## src/rtl/usb_line_detect.sv

```systemverilog
// ---------------------------------------------------------------------------
// usb_line_detect
//
// Conditions the raw D+/D- pad inputs in front of a USB1.1 host and tracks
// device attach/detach.
//   * Each pad line goes through a SYNC_STAGES-deep synchroniser. The last
//     stage feeds the host receiver directly, with no filtering.
//   * line_state_o is a glitch-filtered copy of the synchronised pair. It only
//     moves after FILT_LEN consecutive identical samples.
//   * A debounced attach/detach FSM reports presence and speed, pulses
//     attach/detach events and keeps a sticky connect-change interrupt.
//
// Ports
//   usb_clk_i       in   USB clock (single clock domain)
//   usb_rst_i       in   asynchronous active-high reset
//   pad_dp_i        in   raw D+ from the pad (asynchronous)
//   pad_dn_i        in   raw D- from the pad (asynchronous)
//   host_drv_i      in   1 while the host transmitter drives the bus
//   intr_clr_i      in   single-cycle clear for intr_o
//   in_dp_o         out  synchronised D+ to the host receiver
//   in_dn_o         out  synchronised D- to the host receiver
//   line_state_o    out  filtered {dp,dn}: 00 SE0, 10 FS-J, 01 LS-J, 11 SE1
//   dev_attached_o  out  device present
//   dev_speed_o     out  1 = full speed, 0 = low speed (valid while attached)
//   attach_evt_o    out  one-cycle pulse on attach
//   detach_evt_o    out  one-cycle pulse on detach
//   intr_o          out  sticky connect-change interrupt
// ---------------------------------------------------------------------------
module usb_line_detect #(
  parameter int SYNC_STAGES = 2,
  parameter int FILT_LEN    = 2,
  parameter int DEB_CYCLES  = 4800000,
  parameter int DISC_CYCLES = 120
) (
  input  logic       usb_clk_i,
  input  logic       usb_rst_i,
  input  logic       pad_dp_i,
  input  logic       pad_dn_i,
  input  logic       host_drv_i,
  input  logic       intr_clr_i,
  output logic       in_dp_o,
  output logic       in_dn_o,
  output logic [1:0] line_state_o,
  output logic       dev_attached_o,
  output logic       dev_speed_o,
  output logic       attach_evt_o,
  output logic       detach_evt_o,
  output logic       intr_o
);

  localparam int CNT_MAX = (DEB_CYCLES > DISC_CYCLES) ? DEB_CYCLES : DISC_CYCLES;
  localparam int CNT_W   = $clog2(CNT_MAX + 1);
  localparam logic [CNT_W-1:0] DEB_LAST  = CNT_W'(DEB_CYCLES - 1);
  localparam logic [CNT_W-1:0] DISC_LAST = CNT_W'(DISC_CYCLES - 1);

  typedef enum logic [1:0] {
    ST_DETACHED    = 2'b00,
    ST_ATTACH_WAIT = 2'b01,
    ST_ATTACHED    = 2'b10,
    ST_DETACH_WAIT = 2'b11
  } state_e;

  // ------------------------------------------------------------------
  // Synchroniser: bit 0 samples the pad, the MSB is the output stage.
  // ------------------------------------------------------------------
  logic [SYNC_STAGES-1:0] sync_dp_q, sync_dp_d;
  logic [SYNC_STAGES-1:0] sync_dn_q, sync_dn_d;
  logic [1:0]             sync_pair_s;

  // Shift each pad line one stage deeper per clock
  always_comb begin
    sync_dp_d = {sync_dp_q[SYNC_STAGES-2:0], pad_dp_i};
    sync_dn_d = {sync_dn_q[SYNC_STAGES-2:0], pad_dn_i};
  end

  // Synchroniser flops
  always_ff @(posedge usb_clk_i or posedge usb_rst_i) begin
    if (usb_rst_i) begin
      sync_dp_q <= {SYNC_STAGES{1'b0}};
      sync_dn_q <= {SYNC_STAGES{1'b0}};
    end else begin
      sync_dp_q <= sync_dp_d;
      sync_dn_q <= sync_dn_d;
    end
  end

  assign sync_pair_s = {sync_dp_q[SYNC_STAGES-1], sync_dn_q[SYNC_STAGES-1]};
  assign in_dp_o     = sync_dp_q[SYNC_STAGES-1];
  assign in_dn_o     = sync_dn_q[SYNC_STAGES-1];

  // ------------------------------------------------------------------
  // Glitch filter. The history window is the current synchronised pair
  // plus FILT_LEN-1 older pairs. The window is stable when every entry
  // matches.
  // ------------------------------------------------------------------
  logic       filt_stable_s;
  logic [1:0] line_state_q, line_state_d;

  generate
    if (FILT_LEN > 1) begin : g_hist
      logic [1:0] hist_q [FILT_LEN-1];
      logic [1:0] hist_d [FILT_LEN-1];

      // Push the current synchronised pair into the history
      always_comb begin
        hist_d[0] = sync_pair_s;
        for (int i = 1; i < FILT_LEN - 1; i++) begin
          hist_d[i] = hist_q[i-1];
        end
      end

      // History flops
      always_ff @(posedge usb_clk_i or posedge usb_rst_i) begin
        if (usb_rst_i) begin
          for (int i = 0; i < FILT_LEN - 1; i++) begin
            hist_q[i] <= 2'b00;
          end
        end else begin
          for (int i = 0; i < FILT_LEN - 1; i++) begin
            hist_q[i] <= hist_d[i];
          end
        end
      end

      // Window is stable when every stored pair equals the current pair
      always_comb begin
        filt_stable_s = 1'b1;
        for (int i = 0; i < FILT_LEN - 1; i++) begin
          filt_stable_s = filt_stable_s & (hist_q[i] == sync_pair_s);
        end
      end
    end else begin : g_nohist
      assign filt_stable_s = 1'b1;
    end
  endgenerate

  // Filtered line state follows the pair once the window is stable
  always_comb begin
    if (filt_stable_s) begin
      line_state_d = sync_pair_s;
    end else begin
      line_state_d = line_state_q;
    end
  end

  // Filtered line state flop
  always_ff @(posedge usb_clk_i or posedge usb_rst_i) begin
    if (usb_rst_i) begin
      line_state_q <= 2'b00;
    end else begin
      line_state_q <= line_state_d;
    end
  end

  assign line_state_o = line_state_q;

  // ------------------------------------------------------------------
  // Attach/detach FSM with one shared debounce counter.
  // ------------------------------------------------------------------
  state_e           state_q, state_d;
  logic [CNT_W-1:0] cnt_q, cnt_d;
  logic             spd_lat_q, spd_lat_d;
  logic [1:0]       j_pair_s;
  logic             attach_hit_s;
  logic             detach_hit_s;

  // The J pair latched on entry to ATTACH_WAIT, rebuilt from the speed bit
  assign j_pair_s = spd_lat_q ? 2'b10 : 2'b01;

  // FSM state, counter and latched-speed flops
  always_ff @(posedge usb_clk_i or posedge usb_rst_i) begin
    if (usb_rst_i) begin
      state_q   <= ST_DETACHED;
      cnt_q     <= {CNT_W{1'b0}};
      spd_lat_q <= 1'b0;
    end else begin
      state_q   <= state_d;
      cnt_q     <= cnt_d;
      spd_lat_q <= spd_lat_d;
    end
  end

  // Next-state logic; the counter clears on every state change
  always_comb begin
    state_d      = state_q;
    cnt_d        = cnt_q;
    spd_lat_d    = spd_lat_q;
    attach_hit_s = 1'b0;
    detach_hit_s = 1'b0;
    case (state_q)
      ST_DETACHED: begin
        if ((line_state_q == 2'b10) || (line_state_q == 2'b01)) begin
          state_d   = ST_ATTACH_WAIT;
          cnt_d     = {CNT_W{1'b0}};
          spd_lat_d = line_state_q[1];
        end else begin
          state_d = ST_DETACHED;
        end
      end
      ST_ATTACH_WAIT: begin
        if (line_state_q != j_pair_s) begin
          state_d = ST_DETACHED;
          cnt_d   = {CNT_W{1'b0}};
        end else if (cnt_q == DEB_LAST) begin
          state_d      = ST_ATTACHED;
          cnt_d        = {CNT_W{1'b0}};
          attach_hit_s = 1'b1;
        end else begin
          cnt_d = cnt_q + CNT_W'(1);
        end
      end
      ST_ATTACHED: begin
        if ((line_state_q == 2'b00) && !host_drv_i) begin
          state_d = ST_DETACH_WAIT;
          cnt_d   = {CNT_W{1'b0}};
        end else begin
          state_d = ST_ATTACHED;
        end
      end
      ST_DETACH_WAIT: begin
        // A host-driven SE0 (bus reset, EOP) must never look like a detach
        if (host_drv_i || (line_state_q != 2'b00)) begin
          state_d = ST_ATTACHED;
          cnt_d   = {CNT_W{1'b0}};
        end else if (cnt_q == DISC_LAST) begin
          state_d      = ST_DETACHED;
          cnt_d        = {CNT_W{1'b0}};
          detach_hit_s = 1'b1;
        end else begin
          cnt_d = cnt_q + CNT_W'(1);
        end
      end
      default: begin
        state_d = ST_DETACHED;
        cnt_d   = {CNT_W{1'b0}};
      end
    endcase
  end

  // ------------------------------------------------------------------
  // Registered outputs. Events coincide with the dev_attached_o edge.
  // ------------------------------------------------------------------
  logic dev_attached_q, dev_attached_d;
  logic dev_speed_q, dev_speed_d;
  logic attach_evt_q, attach_evt_d;
  logic detach_evt_q, detach_evt_d;
  logic intr_q, intr_d;

  // Output decode from the FSM transitions; interrupt set beats clear
  always_comb begin
    attach_evt_d = attach_hit_s;
    detach_evt_d = detach_hit_s;
    if (attach_hit_s) begin
      dev_attached_d = 1'b1;
      dev_speed_d    = spd_lat_q;
    end else if (detach_hit_s) begin
      dev_attached_d = 1'b0;
      dev_speed_d    = dev_speed_q;
    end else begin
      dev_attached_d = dev_attached_q;
      dev_speed_d    = dev_speed_q;
    end
    if (attach_hit_s || detach_hit_s) begin
      intr_d = 1'b1;
    end else if (intr_clr_i) begin
      intr_d = 1'b0;
    end else begin
      intr_d = intr_q;
    end
  end

  // Output flops
  always_ff @(posedge usb_clk_i or posedge usb_rst_i) begin
    if (usb_rst_i) begin
      dev_attached_q <= 1'b0;
      dev_speed_q    <= 1'b0;
      attach_evt_q   <= 1'b0;
      detach_evt_q   <= 1'b0;
      intr_q         <= 1'b0;
    end else begin
      dev_attached_q <= dev_attached_d;
      dev_speed_q    <= dev_speed_d;
      attach_evt_q   <= attach_evt_d;
      detach_evt_q   <= detach_evt_d;
      intr_q         <= intr_d;
    end
  end

  assign dev_attached_o = dev_attached_q;
  assign dev_speed_o    = dev_speed_q;
  assign attach_evt_o   = attach_evt_q;
  assign detach_evt_o   = detach_evt_q;
  assign intr_o         = intr_q;

endmodule
```

## config.mk

```make
export PLATFORM = sky130hd
export DESIGN_NAME = usb_line_detect
export DESIGN_NICKNAME = d
export VERILOG_FILES = /design/src/rtl/usb_line_detect.sv
export SDC_FILE = /design/constraint.sdc
export NUM_CORES = 1
export LEC_CHECK = 0
export BUFFER_PORTS_ARGS = -buffer_cell sky130_fd_sc_hd__buf_2
export CAP_MARGIN = 25
export CORE_MARGIN = 2
export CORE_UTILIZATION = 59
export DETAILED_ROUTE_END_ITERATION = 8
export GPL_TIMING_DRIVEN = 0
export PLACE_DENSITY_LB_ADDON = 0.12
export SYNTH_ARGS = -nofsm -noshare
export SYNTH_HDL_FRONTEND = slang
export SYNTH_SLANG_ARGS = --single-unit
```

## constraint.sdc

```tcl
create_clock -name usb_clk_i -period 2.41 [get_ports usb_clk_i]
set_input_delay 0.241 -clock usb_clk_i [delete_from_list [all_inputs] [get_ports usb_clk_i]]
set_output_delay 0.241 -clock usb_clk_i [all_outputs]
set_load 0.01 [all_outputs]
```

# Word level (Yosys, flattened, before mapping)
# Cells that the tools add are included.
[word_totals] ff_bits=39 wordCells=64 input_bits=6 output_inout_bits=9
[op_classes] eq_ne=13 n_reduce_logical=13 mux=25 addsub=1
[op_table] cell="2-to-1 mux 23 bit" count=6
[op_table] cell="case mux 23 bit (4 select lines)" count=1
[op_table] cell="adder 23 x 1 -> 23 bit, second input constant" count=1
[op_table] cell="== test 23 bit, second input constant" count=1
[op_table] cell="== test 23 x 7 -> 1 bit, second input constant" count=1
[op_table] cell="2-to-1 mux 1 bit" count=12
[op_table] cell="2-to-1 mux 2 bit" count=5
[op_table] cell="case mux 2 bit (4 select lines)" count=1
[op_table] cell="== test 2 bit, second input constant" count=3
[op_table] cell="inequality test 3 bit, second input constant" count=2
[op_table] cell="AND reduction 2 bit" count=3
[op_table] cell="nonzero test 2 bit" count=3
[op_table] cell="== test 2 x 1 -> 1 bit, second input constant" count=2
[op_table] cell="logical NOT 2 bit" count=2
[op_table] cell="inequality test 2 bit, second input constant" count=2
[op_table] cell="logical OR 1 bit" count=3
[op_table] cell="== test 2 bit" count=1
[op_table] cell="inequality test 2 bit" count=1
[op_table] cell="logical AND 1 bit" count=1
[op_table] cell="logical NOT 1 bit" count=1

# Longest topological paths before layout
[depth] word_depth=6 depth_mapped=8 ltp_nobuf=7

# Worst setup path before layout
# Ideal clock, no wire load.
[synth_path] path_type="register to register" from="register cnt_q[0]" to="register dev_speed_q, in the netlist dev_speed_o" required_ns=2.285 slack_ns=0.327 setup_time_ns=0.125 n_path_buf=1 arrival_time_ns=1.958 period_less_slack_ns=2.083 path_stages_with_launch=7 cell_sequence="dfrtp_1 -> ha_1 -> or3b_2 -> nor4_2 -> and3b_1 -> buf_2 -> mux2_2"
[synth_between] elab_chain_cells=4
[synth_lines] element="from (decl)" line="161" source="logic [CNT_W-1:0] cnt_q, cnt_d;"
[synth_lines] element="from (signal assigned)" line="174" source="cnt_q <= {CNT_W{1'b0}};"
[synth_lines] element="from (signal assigned)" line="178" source="cnt_q <= cnt_d;"
[synth_lines] element="== test 23 bit" line="204" source="end else if (cnt_q == DEB_LAST) begin"
[synth_lines] element="2-to-1 mux 1 bit" line="204"
[synth_lines] element="2-to-1 mux 1 bit" line="201" source="if (line_state_q != j_pair_s) begin"
[synth_lines] element="2-to-1 mux 1 bit" line="190" source="case (state_q)"
[synth_lines] element="net attach_evt_d" line="245" source="logic attach_evt_q, attach_evt_d;"
[synth_lines] element="to (signal assigned)" line="282" source="dev_speed_q <= dev_speed_d;"
[synth_lines] element="to (decl)" line="244" source="logic dev_speed_q, dev_speed_d;"
# The timed path passes the listed nets, and every way through them passes these cells.
# A chain may end at the register's enable or synchronous reset.

# Worst setup path in the final report
[layout_path] from="register cnt_q[0]" to="register cnt_q[21]"
[layout_between] elab_chain_cells=4 elab_cells_between_ends=8 classes_between="add/sub (1); eq/ne (2); mux (5)"
[layout_lines] element="adder 23 x 1 -> 23 bit, or another cell as far along" line="209, 230"
[layout_lines] element="2-to-1 mux 23 bit (on tied branches)" line="225, 204"
[layout_lines] element="2-to-1 mux 23 bit (on tied branches)" line="222, 201"
[layout_lines] element="case mux 23 bit (4 select lines) (*)" line="190"
# Mark *: on every way between the ends. The rest lies on a longest branch, timed or not.

==> run_results.csv <==
group,metric,value,unit
status,status,"complete, no violations",
setup_path,endpoint_kind,"flip-flop",
timing,fmax,438,MHz
detailed_routing,vias,1629,
setup_path,slowest_stage,"or3b_2",
final_layout,multi_input_area,997,um2
setup_path,critPathRequiredTime,2.64,ns
global_route,grt_pass1_wl,7270,um
cts,clkSinkCount,39,
die,io_pins,15,
cts,insertion_delay,0.36,ns
yosys,yosys_warnings,0,
die,die_h,63.0,um
placed_design,gp_congestion,0.869,
timing,finalCritPeriodShare,94.6,%
yosys,synth_ff_type,"dfrtp_1",
placed_design,dp_hpwl,3010,um
detailed_routing,viasPerCell,5.80,
cts,htreeDepth,2,
die,initial_utilization,61.6,%
global_route,first_global_vias,1540,
timing,final.min_clock_period,2.28,ns
cts,root_buffer,"clkbuf_4",
power_and_ir_drop,vdd.ir_drop.worst,0.000631,V
yosys,yosysSeqAreaShare,47.5,%
die,rows,21,
yosys,yosysMostFrequentCell,"dfrtp_1",
cts,clock_path_buffers,2,
yosys,avgSynthCellArea,9.88,um2
yosys,yosysUniqueCellTypes,51,
power_and_ir_drop,leakage,0.999,nW
detailed_routing,wl_per_cell,15.2,um
global_route,grt_max_degree,23,
detailed_routing,firstDrtPassIters,4,
die,chipWidth,63.0,um
yosys,ys_seq_elements,39,
yosys,syn_inst,208,
yosys,ys_async_sr_fraction,100,%
final_layout,final_nets,242,
yosys,synth_area_leader_cell,"dfrtp_1",
final_layout,fin_cells,281,
die,dieArea,3970,um2
setup_path,max_stage_delay,0.51,ns
detailed_routing,ant_nets,0,
detailed_routing,initialDrtViolationCount,107,
global_route,overflow,0,
yosys,ys_top_cells_by_count,"dfrtp_1 (39), a21oi_1 (19), xnor2_1 (17)",
setup_path,worst_setup_path_start_kind,"flip-flop",
setup_path,crit_path_cell_trace,"ha_1, or3b_2, nor4_4, a21oi_2, a21oi_4, buf_6, a21oi_1",
detailed_routing,routed_wl,4280,um
placed_design,place_area,2210,um2
final_layout,drive_above_1_share,18.7,%
die,core,3340,um2
detailed_routing,drc,0,
timing,relSlewSlack,48.1,%
timing,drv_slew,0,
final_layout,fillCellCount,259,
placed_design,port_buffers,14,
timing,fin_worst_skew,0.0147,ns
final_layout,seq_area,976,um2
timing,finalSetupTns,0,ns
setup_path,crit_type,"flip-flop to flip-flop",
run,drv_cap,0,
hold_path,worstHoldPathType,"input port to asynchronous set/reset pin",
timing,holdWs,0.00139,ns
timing,setup_viol,0,
final_layout,stdcell_area,2360,um2
setup_path,ff2ff_setup_slack,0.13,ns
yosys,synth.area.top_cells,"dfrtp_1 (47%), xnor2_1 (7.2%), a21oi_1 (4.6%), nor3_1 (2.4%), nand2_1 (2.4%)",
final_layout,utilization,70.8,%
global_route,grt_usage,23.6,%
yosys,synth_edf_count,0,
cts,cts_buffers,5,
timing,final_hold_viol_count,0,
yosys,syn-num-nets,216,
yosys,synth_top_area_share,47.5,%
global_route,antenna_found_initial,0,
final_layout,synthToLayoutAreaGrowth,14.9,%
yosys,synth_area,2060,um2
cts,clkSlewWorstSetupHoldPaths,0.12,ns
placed_design,dp.cells,269,
final_layout,n_antenna_cell,0,
setup_path,path_max_fanout,10,
power_and_ir_drop,p_per_area,669,nW/um2
setup_path,crit_arrival,2.51,ns
timing,tightestPinTransition,0.777,ns
cts,cts_tree,"yes",
## metal layers
layer  routed length, um  GRT usage, %  up-vias
met5                   0             0        -
met2                2140          38.0       40
met1                1850          30.0      791
met3                 201          6.13       10
met4                  85          10.3        0
li1                    -             -      788
## state kept, by name, indices dropped and copies added, names as in the netlist
name and cells:
sync_dp_q 2, spd_lat_q 1, state_q 2, dev_attached_o 1
attach_evt_o 1, g_hist.hist_q 2, dev_speed_o 1, detach_evt_o 1
intr_o 1, line_state_o 2, sync_dn_q 2, cnt_q 23
## kinds of logic (layout without fill, tap and decap cells)
| group | after synthesis | in the layout | share of synthesized area [%] |
|---|---|---|---|
| AO/OA/AOI/OAI | 47 | 47 | 14.6 |
| XOR/XNOR | 18 | 18 | 7.67 |
| adder cells (fa/ha/maj) | 2 | 2 | 1.22 |
| buffers and inverters | 19 | 46 | 4.44 |
| flip-flops | 39 | 39 | 47.5 |
| multiplexers | 1 | 1 | 0.548 |
| AND/OR/NAND/NOR | 82 | 82 | 24.0 |
## critical path: cells and delay by family (launching register included)
kind | cells | cell delay [ns]
buffers and inverters | 1 | 0.18
DFF | 1 | 0.42
and+or+nand+nor | 2 | 0.82
adders and majority gates | 1 | 0.23
AOI/OAI and AO/OA | 3 | 0.49
## area by class of cell
class                           count  area share (%)
Tap cell                           46            2.44
Sequential cell                    39            41.3
Clock buffer                        6            1.75
Buffer                              8            2.17
Multi-Input combinational cell    150            42.2
Inverter                           10            1.59
Timing Repair Buffer               20            5.94
Clock inverter                      2            2.54
## worst paths after layout
check | start | end | cells after the start
worst min register to register | sync_dp_q[0] | sync_dp_q[1] | 0
worst max register to register | cnt_q[0] | cnt_q[21] | 7
worst min-delay path | usb_rst_i | cnt_q[0] | 2
max in group asynchronous | usb_rst_i | line_state_o[1] | 3
worst max-delay path | cnt_q[0] | cnt_q[21] | 7
min in group usb_clk_i | intr_clr_i | intr_o | 3
## through the flow
step | worst slack [ns] | total power, W
after floorplan | 0.327 | 0.000942
after global placement | 0.116 | 0.00102
after detailed placement | 0.109 | 0.00103
after CTS | 0.0692 | 0.00158
after global routing | -0.00663 | 0.00165
final | 0.129 | 0.00158
## what timing repair did
action	4_1_cts	5_1_grt
resized for setup	0	3
hold endpoints to repair	2	0
setup endpoints to repair	0	20
buffers inserted	0	3
hold buffers	2	0
## where the power goes
group | switching, W | internal [W] | total [W]
Sequential | 0.0000461 | 0.000690 | 0.000736
Clock | 0.000219 | 0.000324 | 0.000543
Combinational | 0.000197 | 0.000104 | 0.000301
Total | 0.000462 | 0.00112 | 0.00158
## layout by cell type (no fill, tap or decap), types with 2 or more instances in the layout
master and n:
nor2_1 12, bufinv_16 2, nor4_1 2, and4_1 2
nand2b_1 3, clkbuf_1 4, dfrtp_1 39, nor3b_1 2
buf_6 2, clkbuf_4 5, nor4_2 2, and3b_1 4
inv_1 10, nand2_1 13, nand3_1 7, or3_1 3
a21oi_1 19, o21ai_1 2, xnor2_1 17, a21o_1 3
and3_1 2, buf_2 15, ha_1 2, a31oi_1 3
dlygate4sd3_1 2, buf_4 4, o21ai_0 8, nor3_1 10
nor2b_1 2, or2_2 2, nand4_1 4, o21bai_1 3
(Power assumes the default switching activity.)
